$ cat src/rtl/emesh_pkg.sv
`default_nettype none
// +--------------------------------------------------------------------------+
// | emesh_pkg                                                                |
// | Shared emesh constants: packet width, channel ids, packet field offsets. |
// | Rev 1.0                                                                  |
// +--------------------------------------------------------------------------+
package emesh_pkg;

   localparam int PW_DEFAULT = 104;

   localparam int CH_WR = 0;
   localparam int CH_RD = 1;
   localparam int CH_RR = 2;

   // Field offsets (LSB positions) inside a 104-bit emesh packet
   localparam int F_WRITE    = 0;
   localparam int F_DATAMODE = 1;
   localparam int W_DATAMODE = 2;
   localparam int F_CTRLMODE = 4;
   localparam int W_CTRLMODE = 4;
   localparam int F_DSTADDR  = 8;
   localparam int F_DATA     = 40;
   localparam int F_SRCADDR  = 72;
   localparam int W_ADDR     = 32;

   function automatic int wrap_inc(input int idx, input int n);
      return (idx + 1 >= n) ? 0 : idx + 1;
   endfunction

endpackage
`default_nettype wire

$ cat src/rtl/rr_grant.sv
`default_nettype none
// +--------------------------------------------------------------------------+
// | rr_grant                                                                 |
// | Combinational round-robin picker: first request at or above ptr, wrapping.|
// | Rev 1.0                                                                  |
// +--------------------------------------------------------------------------+
module rr_grant #(
   parameter int N  = 3,
   parameter int IW = (N > 1) ? $clog2(N) : 1
) (
   input  logic [N-1:0]  req_i,
   input  logic [IW-1:0] ptr_i,
   input  logic          en_i,
   output logic [N-1:0]  gnt_o,
   output logic [IW-1:0] idx_o
);

   int   w_base;
   int   w_cand;
   logic w_found;

   // Compare against constant loop indices so nothing is ever indexed >= N
   always_comb begin
      gnt_o   = '0;
      idx_o   = '0;
      w_found = 1'b0;
      w_cand  = 0;
      w_base  = int'(ptr_i);
      if (w_base >= N) w_base = 0;
      for (int k = 0; k < N; k++) begin
         w_cand = w_base + k;
         if (w_cand >= N) w_cand = w_cand - N;
         for (int j = 0; j < N; j++) begin
            if (en_i && !w_found && (j == w_cand) && req_i[j]) begin
               gnt_o[j] = 1'b1;
               idx_o    = IW'(j);
               w_found  = 1'b1;
            end
         end
      end
   end

endmodule
`default_nettype wire

$ cat src/rtl/emesh_chan_arb.sv
`default_nettype none
// +--------------------------------------------------------------------------+
// | emesh_chan_arb                                                           |
// | N-channel round-robin emesh arbiter with one registered output stage.    |
// | Optional macro EMESH_ARB_STATS_EN adds per-channel saturating grant      |
// | counters on port grant_count.                                            |
// | Rev 1.0                                                                  |
// +--------------------------------------------------------------------------+
module emesh_chan_arb
   import emesh_pkg::*;
#(
   parameter int NCHAN = 3,
   parameter int PW    = PW_DEFAULT,
   parameter int IDW   = 3
) (
   input  logic                clkin,
   input  logic                hard_reset,
   input  logic [NCHAN-1:0]    in_access,
   input  logic [NCHAN*PW-1:0] in_packet,
   output logic [NCHAN-1:0]    in_wait,
   output logic                out_access,
   output logic [PW-1:0]       out_packet,
   output logic [IDW-1:0]      out_chan,
   input  logic                out_wait
`ifdef EMESH_ARB_STATS_EN
   ,
   output logic [NCHAN*16-1:0] grant_count
`endif
);

   localparam int PTRW = $clog2(NCHAN);

   if ((2 ** IDW) < NCHAN) begin : g_bad_idw
      $error("emesh_chan_arb: IDW too narrow for NCHAN");
   end

   logic             out_access_q, out_access_d;
   logic [PW-1:0]    out_packet_q, out_packet_d;
   logic [IDW-1:0]   out_chan_q,   out_chan_d;
   logic [PTRW-1:0]  ptr_q,        ptr_d;

   logic             can_load;
   logic [NCHAN-1:0] gnt;
   logic [PTRW-1:0]  gnt_idx;
   logic [PW-1:0]    pkt_sel;

   assign can_load = ~out_access_q | ~out_wait;

   rr_grant #(
      .N  (NCHAN),
      .IW (PTRW)
   ) u_rr_grant (
      .req_i (in_access),
      .ptr_i (ptr_q),
      .en_i  (can_load),
      .gnt_o (gnt),
      .idx_o (gnt_idx)
   );

   assign in_wait = in_access & ~gnt;

   always_comb begin
      pkt_sel = '0;
      for (int i = 0; i < NCHAN; i++) begin
         if (gnt[i]) pkt_sel = in_packet[i*PW +: PW];
      end
   end

   // A new grant replaces the output even while it drains: no bubble
   always_comb begin
      out_access_d = out_access_q;
      out_packet_d = out_packet_q;
      out_chan_d   = out_chan_q;
      ptr_d        = ptr_q;
      if (|gnt) begin
         out_access_d = 1'b1;
         out_packet_d = pkt_sel;
         out_chan_d   = IDW'(gnt_idx);
         ptr_d        = PTRW'(wrap_inc(int'(gnt_idx), NCHAN));
      end else if (!out_wait) begin
         out_access_d = 1'b0;
      end
   end

   always_ff @(posedge clkin) begin
      if (hard_reset) begin
         out_access_q <= 1'b0;
         out_packet_q <= '0;
         out_chan_q   <= '0;
         ptr_q        <= '0;
      end else begin
         out_access_q <= out_access_d;
         out_packet_q <= out_packet_d;
         out_chan_q   <= out_chan_d;
         ptr_q        <= ptr_d;
      end
   end

   assign out_access = out_access_q;
   assign out_packet = out_packet_q;
   assign out_chan   = out_chan_q;

`ifdef EMESH_ARB_STATS_EN
   for (genvar i = 0; i < NCHAN; i++) begin : g_stats
      logic [15:0] cnt_q;
      always_ff @(posedge clkin) begin
         if (hard_reset) begin
            cnt_q <= '0;
         end else if (gnt[i] && (cnt_q != 16'hFFFF)) begin
            cnt_q <= cnt_q + 16'd1;
         end
      end
      assign grant_count[i*16 +: 16] = cnt_q;
   end
`endif

endmodule
`default_nettype wire

$ cat config.mk
export PLATFORM = sky130hd
export DESIGN_NAME = emesh_chan_arb
export DESIGN_NICKNAME = d
export VERILOG_FILES = /design/src/rtl/emesh_pkg.sv /design/src/rtl/rr_grant.sv /design/src/rtl/emesh_chan_arb.sv
export SDC_FILE = /design/constraint.sdc
export NUM_CORES = 1
export LEC_CHECK = 0
export CAP_MARGIN = 20
export CORE_AREA = 2 2 168 170
export DETAILED_ROUTE_END_ITERATION = 6
export DIE_AREA = 0 0 170 172
export PLACE_DENSITY = 0.64
export SYNTH_ARGS = -nofsm -noshare
export SYNTH_HDL_FRONTEND = slang
export SYNTH_SLANG_ARGS = --single-unit
$ cat constraint.sdc
create_clock -name clkin -period 3 [get_ports clkin]
set_input_delay 0.6 -clock clkin [delete_from_list [all_inputs] [get_ports clkin]]
set_output_delay 0.6 -clock clkin [all_outputs]
set_load 0.03 [all_outputs]
=== Yosys cells after proc, flatten, opt, wreduce, memory -nomap -nowiden ===
Index checks and enable logic that the tools add are counted.

* Multiplexer cells: 34
* Bitwise operators: 5
* Reduce and logical (&&, ||, !) cells: 38
* Equal/unequal tests: 7
* Add/subtract/negate cells: 6
* $lt $le $gt $ge: 5

{| class="wikitable"
|+ Operators with widths
! operator !! count
|-
| 104-bit two-way mux || 3
|-
| 2-bit by 32-bit equality test with 1-bit output (first input constant) || 3
|-
| 3-bit by 32-bit equality test with 1-bit output (first input constant) || 3
|-
| 32-bit zero test || 3
|-
| 32-bit two-way mux || 3
|-
| 32-bit by 3-bit >= comparator with 1-bit output (second input constant) || 2
|-
| 32-bit by 3-bit subtractor with 32-bit output (second input constant) || 2
|-
| 32-bit by 2-bit adder with 32-bit output (second input constant) || 1
|-
| 32-bit by 3-bit adder with 32-bit output (second input constant) || 1
|-
| 1-bit logical AND || 26
|-
| 1-bit two-way mux || 19
|-
| 2-bit two-way mux || 9
|-
| 1-bit zero test || 8
|-
| 2-bit >= comparator (second input constant) || 2
|-
| 2-bit by 1-bit adder with 3-bit output (second input constant) || 1
|-
| 3-bit bitwise AND || 1
|-
| 3-bit by 2-bit >= comparator with 1-bit output (second input constant) || 1
|-
| 3-bit NOT || 1
|-
| 3-bit OR reduction || 1
|-
| 2-bit by 2-bit subtractor with 3-bit output (second input constant) || 1
|-
| 2-bit by 1-bit != test with 1-bit output (second input constant) || 1
|-
| 1-bit NOT || 2
|-
| 1-bit OR || 1
|}

* Output and inout bits: 111
* Bits in registers: 109
* Input port bits: 318
* Word-level logic and storage cells: 99

=== Longest topological paths before layout ===
Gate-level depths: netlist of the first run.

* Depth after elaboration: 51
* Depth in mapped cells: 9
* Gate-level depth less buffers: 6

=== Hierarchy ===
From an unflattened synthesis of the first run, not the netlist that was laid out.

* Cell total of the unflattened synthesis: 637
* Area, all modules: 5464.0 sq um

{| class="wikitable"
|+ Modules (own cells, without submodules)
! module !! area an instance (sq um) !! times used !! seq. area each (sq um) !! cells an instance
|-
| emesh_chan_arb || 5310.1 || 1 || 2182.1 || 619
|-
| rr_grant || 153.9 || 1 || 0.0 || 18
|}

=== Least setup slack after synthesis of the first run ===
OpenSTA, ideal clock, no wires.

* Path kind: reg2out
* From: reg ptr_q[0]
* To: out in_wait[0]
* Path slack: 0.238 ns
* Arrival: 2.162 ns
* Path buffers: 3
* Stages on the path, launching flop included: 8
* Data required time: 2.400 ns
* Path through: dfxtp_1 -> inv_1 -> ha_1 -> o21a_1 -> buf_2 -> buf_4 -> clkbuf_1 -> a21boi_0

* Cells in the longest elaborated chain, start to end: 40
* Elaborated cells on any way between the ends: 56
* Classes of those cells: add/sub (5); order compare (4); eq/ne (4); mux (12); bitwise (2); reduce/logical (29)

{| class="wikitable"
|+ Ends and longest elaborated chain
! item !! RTL line !! text
|-
| from (decl) || emesh_chan_arb.sv:40 || <nowiki>logic [PTRW-1:0] ptr_q, ptr_d;</nowiki>
|-
| from (signal assigned) || emesh_chan_arb.sv:95 || <nowiki>ptr_q <= ptr_d;</nowiki>
|-
| 2-bit >= comparator || rr_grant.sv:29 || <nowiki>if (w_base >= N) w_base = 0;</nowiki>
|-
| 2-bit two-way mux * || rr_grant.sv:29 ||
|-
| branches (longest 35 deep; another with 32-bit by 2-bit adder with 32-bit output) || -- ||
|-
| 1-bit two-way mux * || rr_grant.sv:34 || <nowiki>if (en_i && !w_found && (j == w_cand) && req_i[j]) begin</nowiki>
|-
| 3-bit NOT * || emesh_chan_arb.sv:60 || <nowiki>assign in_wait = in_access & ~gnt;</nowiki>
|-
| 3-bit bitwise AND * || emesh_chan_arb.sv:60 ||
|-
| to (decl) || emesh_chan_arb.sv:20 || <nowiki>output logic [NCHAN-1:0] in_wait,</nowiki>
|}

Mark *: on every way between the ends.

=== Worst setup path in the final report of the first run ===
* From: reg ptr_q[0]
* To: out in_wait[1]

* Cells in the longest elaborated chain, start to end: 45
* Elaborated cells on any way between the ends: 63
* Classes of those cells: add/sub (5); order compare (4); eq/ne (5); mux (14); bitwise (2); reduce/logical (33)

{| class="wikitable"
|+ Ends and longest elaborated chain
! item !! RTL line
|-
| 2-bit >= comparator || rr_grant.sv:29
|-
| 2-bit two-way mux * || rr_grant.sv:29
|-
| branches (longest 40 deep; another with 32-bit by 2-bit adder with 32-bit output) || --
|-
| 1-bit two-way mux * || rr_grant.sv:34
|-
| 3-bit NOT * || emesh_chan_arb.sv:60
|-
| 3-bit bitwise AND * || emesh_chan_arb.sv:60
|}

Marked as above.

==> results of run 1 <==
[worst max-delay path: stages, from the launching register on]
cell and delay (ns):
dfxtp_1 0.37, inv_1 0.05, ha_1 0.47, nor3_4 0.10
a21oi_4 0.15, buf_4 0.19, nand3_1 0.14, and2_1 0.23
buf_4 0.17
[where the power goes]
| part | switching (mW) | internal, mW |
|---|---|---|
| sequential | 0.373 | 2.16 |
| combinational | 3.86 | 2.86 |
| clock | 0.597 | 0.591 |
| total | 4.83 | 5.62 |
[stage by stage]
step | hold WS [ns] | util [%] | setup slack [ns] | cells | power (mW)
floorplan | 0.452 | - | 0.238 | 651 | 6.61
global placement | 0.458 | 38.4 | 0.177 | 1355 | 9.25
detailed placement | 0.459 | 38.4 | 0.201 | 1355 | 9.29
CTS | 0.471 | 39.4 | 0.193 | 1370 | 10.6
global route | 0.517 | 39.4 | 0.0467 | 1370 | 11.1
finish | 0.473 | 39.4 | 0.188 | 1370 | 10.4
[placed cells by master, fill, tap and decap left out, types with 2 or more instances in the layout]
master | Yosys | layout
a21o_1 | 2 | 2
a21oi_1 | 107 | 107
a31oi_1 | 2 | 2
a32o_1 | 104 | 104
buf_12 | 0 | 7
buf_4 | 5 | 12
clkbuf_16 | 0 | 9
clkdlybuf4s50_1 | 0 | 422
clkinv_4 | 0 | 2
dfxtp_1 | 109 | 109
dlygate4sd2_1 | 0 | 2
ha_1 | 2 | 2
inv_1 | 108 | 108
nand2_1 | 5 | 5
o221a_1 | 104 | 104
o22ai_1 | 2 | 2
[per-layer routing]
metal	global-route usage (%)	up-vias	routed length [um]
met5	0	-	0
met4	4.65	0	449
met3	3.66	27	1920
met2	28.9	277	13200
met1	21.6	3370	11300
li1	-	3277	-
[cells by family after synthesis]
logic type / after synthesis / synth area share, %
AOI/OAI and AO/OA: 333 / 48.4
adders and majority gates: 2 / 0.415
buffers and inverters: 193 / 13.7
DFF: 109 / 36.2
other: 1 / 0.0623
and+or+nand+nor: 13 / 1.27
[cell type report]
class	instances	area (um^2)
Fill cell	2735	16700
Timing Repair Buffer	443	4470
Multi-Input combinational cell	349	3060
Sequential cell	109	2180
Tap cell	346	433
Inverter	108	405
Clock buffer	11	243
Clock inverter	4	33.8
[sequential cells by signal, summed over array words and instances, names as in the netlist]
| register | count |
|---|---|
| out_access | 1 |
| out_packet | 104 |
| ptr_q | 2 |
| out_chan | 2 |
[how the worst max path moves through the flow]
stage	from	end	slack [ns]	depth (start not counted)
2_1_floorplan	ptr_q[0]$_SDFFE_PP0P_	in_wait[0]	0.24	7
3_3_place_gp	in_access[2]	in_wait[0]	0.18	5
3_5_place_dp	in_access[2]	in_wait[0]	0.20	5
4_1_cts	ptr_q[0]$_SDFFE_PP0P_	in_wait[1]	0.19	8
5_1_grt	ptr_q[0]$_SDFFE_PP0P_	in_wait[1]	0.05	8
6_report	ptr_q[0]$_SDFFE_PP0P_	in_wait[1]	0.19	8
==> results.yml, run 1 <==
outcome:
  outcome: "complete, no violations"
critical_path:
  reg2regPathDepth: 8
  crit_fanout: 7
  crit_arrival_ns: 2.21
  regToRegSetupSlack_ns: 0.67
  worstReg2RegStart: "ptr_q[0]$_SDFFE_PP0P_"
  worstPathRequired_ns: 2.40
  critical_path_class: "register to primary output"
  end_kind: "primary output"
  critPathLaunchType: "register"
  r2r-end: "out_packet[46]$_SDFFE_PP0P_"
logic_synthesis:
  synthCells: 651
  yosys_warnings: 0
  ys.flop_type: "dfxtp_1"
  synth_area_mm2: 0.00602
  yosysSeqAreaShare_pct: 36.2
  syn_nets: 971
  yosysMostFrequentCell: "dfxtp_1"
  ys_types: 35
  yosys.area.top_type_share_pct: 36.2
  ys_top_cells_by_count: "dfxtp_1, inv_1, a21oi_1, a32o_1, o221a_1"
  synth.area.top_cells: "dfxtp_1, o221a_1, a32o_1"
  ys_ff_latch: 109
  synth.largest_area_cell: "dfxtp_1"
  synth_edf_count: 0
  async_flop_share_pct: 0
  syn_area_per_cell_um2: 9.25
timing:
  fmax_ghz: 0.356
  worst_pin_slew_ns: 0.760
  slew_viol_final: 0
  fin_tns_setup_ns: 0
  clock_skew_ns: 0.0108
  slew-limit-headroom_pct: 49.3
  hold_viol: 0
  rsz0062_at_grt: "no"
  finalSetupViolations: 0
  period_needed_ns: 2.81
  finalCritPeriodShare_pct: 93.7
global_route:
  grtUsageTotal_pct: 16.9
  grt_max_degree: 106
  overflow: 0
  grt_pass1_wl_um: 38700
  antenna_found_initial: 0
  grt_pass1_vias: 6510
clock_network:
  cts_buffer_depth: 2
  numCtsBuffers: 9
  htreeDepth: 3
  cts.clk_slew.worst_paths_ns: 0.08
  insertion_delay_ns: 0.35
  cts_resized: 3
  postCtsHoldBufs: 0
  cts.sinks: 109
  cts_tree: "done"
  cts_root_buffer: "clkbuf_16"
  post_cts_buffers: 0
route:
  via_count: 6951
  wirelength_um: 26900
  ant_nets: 0
  drt_iter0_drc: 393
  drt-vias-per-instance: 5.07
  wl_per_cell_um: 19.6
  first_pass_iters: 5
  drc: 0
cells_and_area:
  area_growth_pct: 79.7
  diodes: 0
  finalNetCount: 1340
  design_area_mm2: 0.0108
  layout-drive-gt1-share_pct: 4.10
floorplan:
  core_mm2: 0.0275
  fp-row-count: 61
  die_w_um: 170
  initial_core_util_pct: 21.9
  dieArea_mm2: 0.0292
  ios: 429
  dieHeight_um: 172
power_and_ir_drop:
  leakage_nw: 3.83
  pwr_density_cell_mw_per_mm2: 965
  ir_drop_v: 0.000630
placed_design:
  place_area_mm2: 0.0105
  portBuffers: 427
  hpwl_um: 18600
  gp_congestion: 0.828
hold_path:
  worst_hold_path.endpoint: "out_chan[0]$_SDFFE_PP0P_"
  min_path_cells: 2
  hold_start: "out_chan[0]$_SDFFE_PP0P_"
  hp-class: "register to register"
job:
  cap_viol_max_count: 0
Power figures use the tool's default switching activity.
==> run 2, diff against run 1 <==
CORE_AREA = 2 2 165 167   (was 2 2 168 170)
DIE_AREA = 0 0 167 169   (was 0 0 170 172)
PLACE_DENSITY = 0.66   (was 0.64)
clock period = 2.6 ns   (was 3 ns; I/O delays follow)
==> results.yml, run 2 (synthesis gave the netlist of run 1 again) <==
critical_path:
  critPathTopFamily: "simple AND/OR/NAND/NOR gates"
  critPathLaunchType: "register"
  r2r-end: "out_packet[42]$_SDFFE_PP0P_"
  crit_fanout: 4
  critical_path_class: "register to primary output"
  cp_slowest_cell: "dfxtp_1"
  worstReg2RegStart: "ptr_q[0]$_SDFFE_PP0P_"
  end_kind: "primary output"
  max_stage_delay_ns: 0.40
  cp_num_buf_inv: 2
  regToRegSetupSlack_ns: 0.39
  path_cells: "inv_1, ha_1, nand2b_2, a2bb2o_4, nand3_1, and2_1, buf_12"
  worstPathRequired_ns: 2.08
  reg2regPathDepth: 8
  crit_arrival_ns: 1.99
timing:
  fin_tns_setup_ns: 0
  timing.hold.ws_ns: 0.485
  finalCritPeriodShare_pct: 96.6
  worst_pin_slew_ns: 0.646
  fmax_ghz: 0.398
  clock_skew_ns: 0.0139
  rsz0062_at_grt: "yes"
  hold_viol: 0
  slew_viol_final: 0
  slew-limit-headroom_pct: 56.9
  finalSetupViolations: 0
  period_needed_ns: 2.51
clock_network:
  cts_root_buffer: "clkbuf_16"
  insertion_delay_ns: 0.35
  numCtsBuffers: 9
  cts_buffer_depth: 2
  cts.clk_slew.worst_paths_ns: 0.07
  cts.sinks: 109
  htreeDepth: 3
  postCtsHoldBufs: 0
  cts_tree: "done"
cells_and_area:
  final_common_cell: "clkdlybuf4s50_1"
  largest_reg_flops: 104
  diodes: 0
  finalNonFillerCells: 1371
  fillers: 2562
  fin_util_pct: 41.1
  layout-drive-gt1-share_pct: 5.15
  area_growth_pct: 81.0
  final_cell_mix: "clkdlybuf4s50_1, dfxtp_1, inv_1"
  finalNetCount: 1345
floorplan:
  ios: 429
  fp-row-count: 60
  die_w_um: 167
  initial_core_util_pct: 22.7
  dieHeight_um: 169
  core_mm2: 0.0265
  dieArea_mm2: 0.0282
hold_path:
  min_path_cells: 2
  hold_start: "out_chan[0]$_SDFFE_PP0P_"
  hp-class: "register to register"
  worst_hold_path.endpoint: "out_chan[0]$_SDFFE_PP0P_"
placed_design:
  gp_congestion: 0.811
  hpwl_um: 19400
  portBuffers: 427
  numPlacedInstances: 1354
global_route:
  grtUsageTotal_pct: 17.5
  grt_max_degree: 106
  overflow: 0
  grt_pass1_wl_um: 39600
  use_met1_pct: 22.4
  grt_pass1_vias: 6681
  grt_util_met2_pct: 29.7
  use_met3_pct: 3.81
  busiest_layer: "met2"
  antenna_found_initial: 0
route:
  drt-vias-per-instance: 5.09
  first_pass_iters: 5
  ant_nets: 0
  drc: 0
  wirelength_um: 26700
  wl_per_cell_um: 19.5
  via_count: 6985
  drt_iter0_drc: 487
job:
  cap_viol_max_count: 0
outcome:
  outcome: "complete, no violations"
power_and_ir_drop:
  leakage_nw: 3.88
  ir_drop_v: 0.00108
  pwr_density_cell_mw_per_mm2: 1120
## run 2: changes by cell type in the layout (fill, tap and decap cells not counted), sizes merged
cell	delta
inv	+1
clkinvlp	-1
clkbuf	-1
clkinv	+2
buf	+7
dlygate4sd2	-2
## run 2: repair_timing
action | CTS | global route
resized for setup | 1 | 3
setup buffers | 0 | 1
pin swaps | 1 | 1
endpoints found under the setup margin | 3 | 3
## run 2: tightest hold or removal path: cells and delay by family, from the launching register on
| family | cells | cell delay [ns] |
|---|---|---|
| DFF | 1 | 0.32 |
| and+or+nand+nor | 1 | 0.06 |
| AOI/OAI and AO/OA | 1 | 0.06 |
## run 2: how the worst max path moves through the flow
| stage | startpoint | cells past startpoint | to | slack, ns |
|---|---|---|---|---|
| after floorplan | ptr_q[0]$_SDFFE_PP0P_ | 7 | in_wait[0] | 0.14 |
| after global placement | in_access[0] | 6 | in_wait[1] | 0.21 |
| after detailed placement | in_access[0] | 7 | out_packet[80]$_SDFFE_PP0P_ | 0.19 |
| after CTS | ptr_q[0]$_SDFFE_PP0P_ | 7 | in_wait[2] | 0.004 |
| after global routing | ptr_q[1]$_SDFFE_PP0P_ | 7 | in_wait[1] | -0.02 |
| final | ptr_q[1]$_SDFFE_PP0P_ | 7 | in_wait[1] | 0.09 |
## run 2: area by class of cell
| cell class | instances | area (um^2) | area share (%) |
|---|---|---|---|
| clock buffers | 10 | 239 | 2.19 |
| clock inverters | 6 | 45.0 | 0.413 |
| inverters | 108 | 405 | 3.72 |
| multi-input cells | 349 | 3070 | 28.2 |
| flip-flops and latches | 109 | 2180 | 20.0 |
| well taps | 341 | 427 | 3.91 |
| repair buffers | 448 | 4530 | 41.6 |
## run 2: routing by layer
metal  share of wire (%)  up-vias  routed length [um]
li1                    -     3286                   -
met1                  42     3372               11400
met5                   0        -                   0
met3                 6.5       30                1740
met2                  49      297               13100
met4                 1.9        0                 517
## run 2: metrics by stage
step	area [um^2]	power [mW]	worst slack, ns
6_report	10900	12.2	0.0891
3_5_place_dp	10600	10.7	0.193
3_3_place_gp	10600	10.7	0.209
2_1_floorplan	6020	7.62	0.143
4_1_cts	10900	12.2	0.00403
5_1_grt	10900	12.8	-0.0236
## run 2: where the power goes
group          switching [mW]  total, mW  internal, mW  leakage [nW]
sequential              0.460       2.95          2.49         0.904
clock                   0.697       1.38         0.687         0.143
combinational            4.44       7.82          3.38          2.83
total                    5.60       12.2          6.56          3.88
==> run 3, diff against run 2 <==
PLACE_DENSITY = 0.55   (was 0.66)
==> results.yml, run 3 (synthesis gave the netlist of run 1 again) <==
hold_path:
  min_path_cells: 2
  worst_hold_path.endpoint: "out_chan[0]$_SDFFE_PP0P_"
  hold_start: "out_chan[0]$_SDFFE_PP0P_"
  hp-class: "register to register"
cells_and_area:
  final_common_cell: "clkdlybuf4s50_1"
  final_cell_mix: "clkdlybuf4s50_1, dfxtp_1, inv_1"
  layout-drive-gt1-share_pct: 5.14
  area_growth_pct: 82.2
  largest_reg_flops: 104
  design_area_mm2: 0.0110
  finalNetCount: 1346
critical_path:
  cp_common_cell: "buf_4"
  worstPathRequired_ns: 2.08
  r2r-end: "out_packet[44]$_SDFFE_PP0P_"
  max_stage_delay_ns: 0.37
  cp_slowest_cell: "dfxtp_1"
  worstReg2RegStart: "ptr_q[1]$_SDFFE_PP0P_"
  critical_path_class: "register to primary output"
  regToRegSetupSlack_ns: 0.50
  critPathTopFamily: "buffers and inverters"
  crit_fanout: 6
  crit_arrival_ns: 1.97
  reg2regPathDepth: 7
  path_cells: "inv_1, ha_1, nor3_4, a21oi_4, buf_4, a21boi_1, buf_4"
  end_kind: "primary output"
  cp_num_buf_inv: 3
  critPathLaunchType: "register"
route:
  ant_nets: 0
  drt_iter0_drc: 439
  via_count: 6811
  first_pass_iters: 4
  drt-vias-per-instance: 4.96
  drc: 0
  wl_per_cell_um: 20.3
  wirelength_um: 27900
global_route:
  grt_max_degree: 60
  overflow: 0
  antenna_found_initial: 2
  grt_pass1_vias: 6647
  grt_pass1_wl_um: 41100
  grtUsageTotal_pct: 18.6
clock_network:
  cts_root_buffer: "clkbuf_16"
  insertion_delay_ns: 0.35
  cts.sinks: 109
  numCtsBuffers: 9
  postCtsHoldBufs: 0
  cts_tree: "done"
  cts_buffer_depth: 2
  htreeDepth: 3
  cts.clk_slew.worst_paths_ns: 0.08
timing:
  fmax_ghz: 0.402
  period_needed_ns: 2.49
  rsz0062_at_grt: "no"
  slew_viol_final: 0
  hold_viol: 0
  clock_skew_ns: 0.00862
  worst_pin_slew_ns: 0.562
  slew-limit-headroom_pct: 62.6
  fin_tns_setup_ns: 0
  finalCritPeriodShare_pct: 95.8
  finalSetupViolations: 0
floorplan:
  initial_core_util_pct: 22.7
  ios: 429
  dieArea_mm2: 0.0282
  dieHeight_um: 169
  core_mm2: 0.0265
  fp-row-count: 60
  die_w_um: 167
power_and_ir_drop:
  pwr_density_cell_mw_per_mm2: 1130
  fin_total_pwr_mw: 12.4
  leakage_nw: 3.91
  ir_drop_v: 0.000920
placed_design:
  hpwl_um: 20400
  place_area_mm2: 0.0106
  gp_congestion: 0.812
  portBuffers: 427
outcome:
  outcome: "complete, no violations"
job:
  cap_viol_max_count: 0
run 3: per-stage QoR:
stage	cells	hold WS (ns)	worst slack, ns	util [%]
6_report	1374	0.461	0.110	41.4
5_1_grt	1373	0.491	0.00323	41.4
4_1_cts	1371	0.466	0.0104	41.3
3_5_place_dp	1355	0.455	0.187	40.1
3_3_place_gp	1355	0.450	0.196	40.1
2_1_floorplan	651	0.452	0.143	-
run 3: worst max-delay path by stage:
stage,from,cells after the start,end,slack (ns)
after global routing,ptr_q[0]$_SDFFE_PP0P_,6,in_wait[1],0.003
after global placement,in_access[2],6,in_wait[0],0.20
final,ptr_q[0]$_SDFFE_PP0P_,7,in_wait[0],0.11
after detailed placement,in_access[0],7,out_packet[103]$_SDFFE_PP0P_,0.19
after floorplan,ptr_q[0]$_SDFFE_PP0P_,7,in_wait[0],0.14
after CTS,ptr_q[0]$_SDFFE_PP0P_,7,in_wait[2],0.01
run 3: worst min-delay path: cells and delay by family, from the launching register on:
family | cells | cell delay (ns)
flip-flops | 1 | 0.31
AND/OR/NAND/NOR | 1 | 0.05
AO/OA/AOI/OAI | 1 | 0.05
run 3: cell type report:
class | instances | area (um^2)
Fill cell | 2619 | 15500
Timing Repair Buffer | 449 | 4570
Multi-Input combinational cell | 349 | 3070
Sequential cell | 109 | 2180
Tap cell | 341 | 427
Inverter | 108 | 405
Clock buffer | 11 | 253
Clock inverter | 5 | 65.1
Antenna cell | 2 | 5.00
run 3: report_power, final:
part | internal [mW] | leakage, nW | switching (mW) | total (mW)
clock network | 0.813 | 0.157 | 0.690 | 1.50
registers | 2.49 | 0.904 | 0.447 | 2.94
logic | 3.42 | 2.84 | 4.51 | 7.93
total | 6.73 | 3.91 | 5.64 | 12.4
run 3: metal layers:
layer,up-vias,GRT usage [%],wire (um)
li1,3297,-,-
met1,3213,23.8,12000
met2,263,31.0,13500
met3,38,3.79,1610
met4,0,6.33,739
met5,-,0,0
run 3: what timing repair did:
item / CTS / global route
gates resized for setup: 1 / 3
pin swaps: 1 / 1
setup buffers: 0 / 1
endpoints found under the setup margin: 2 / 1
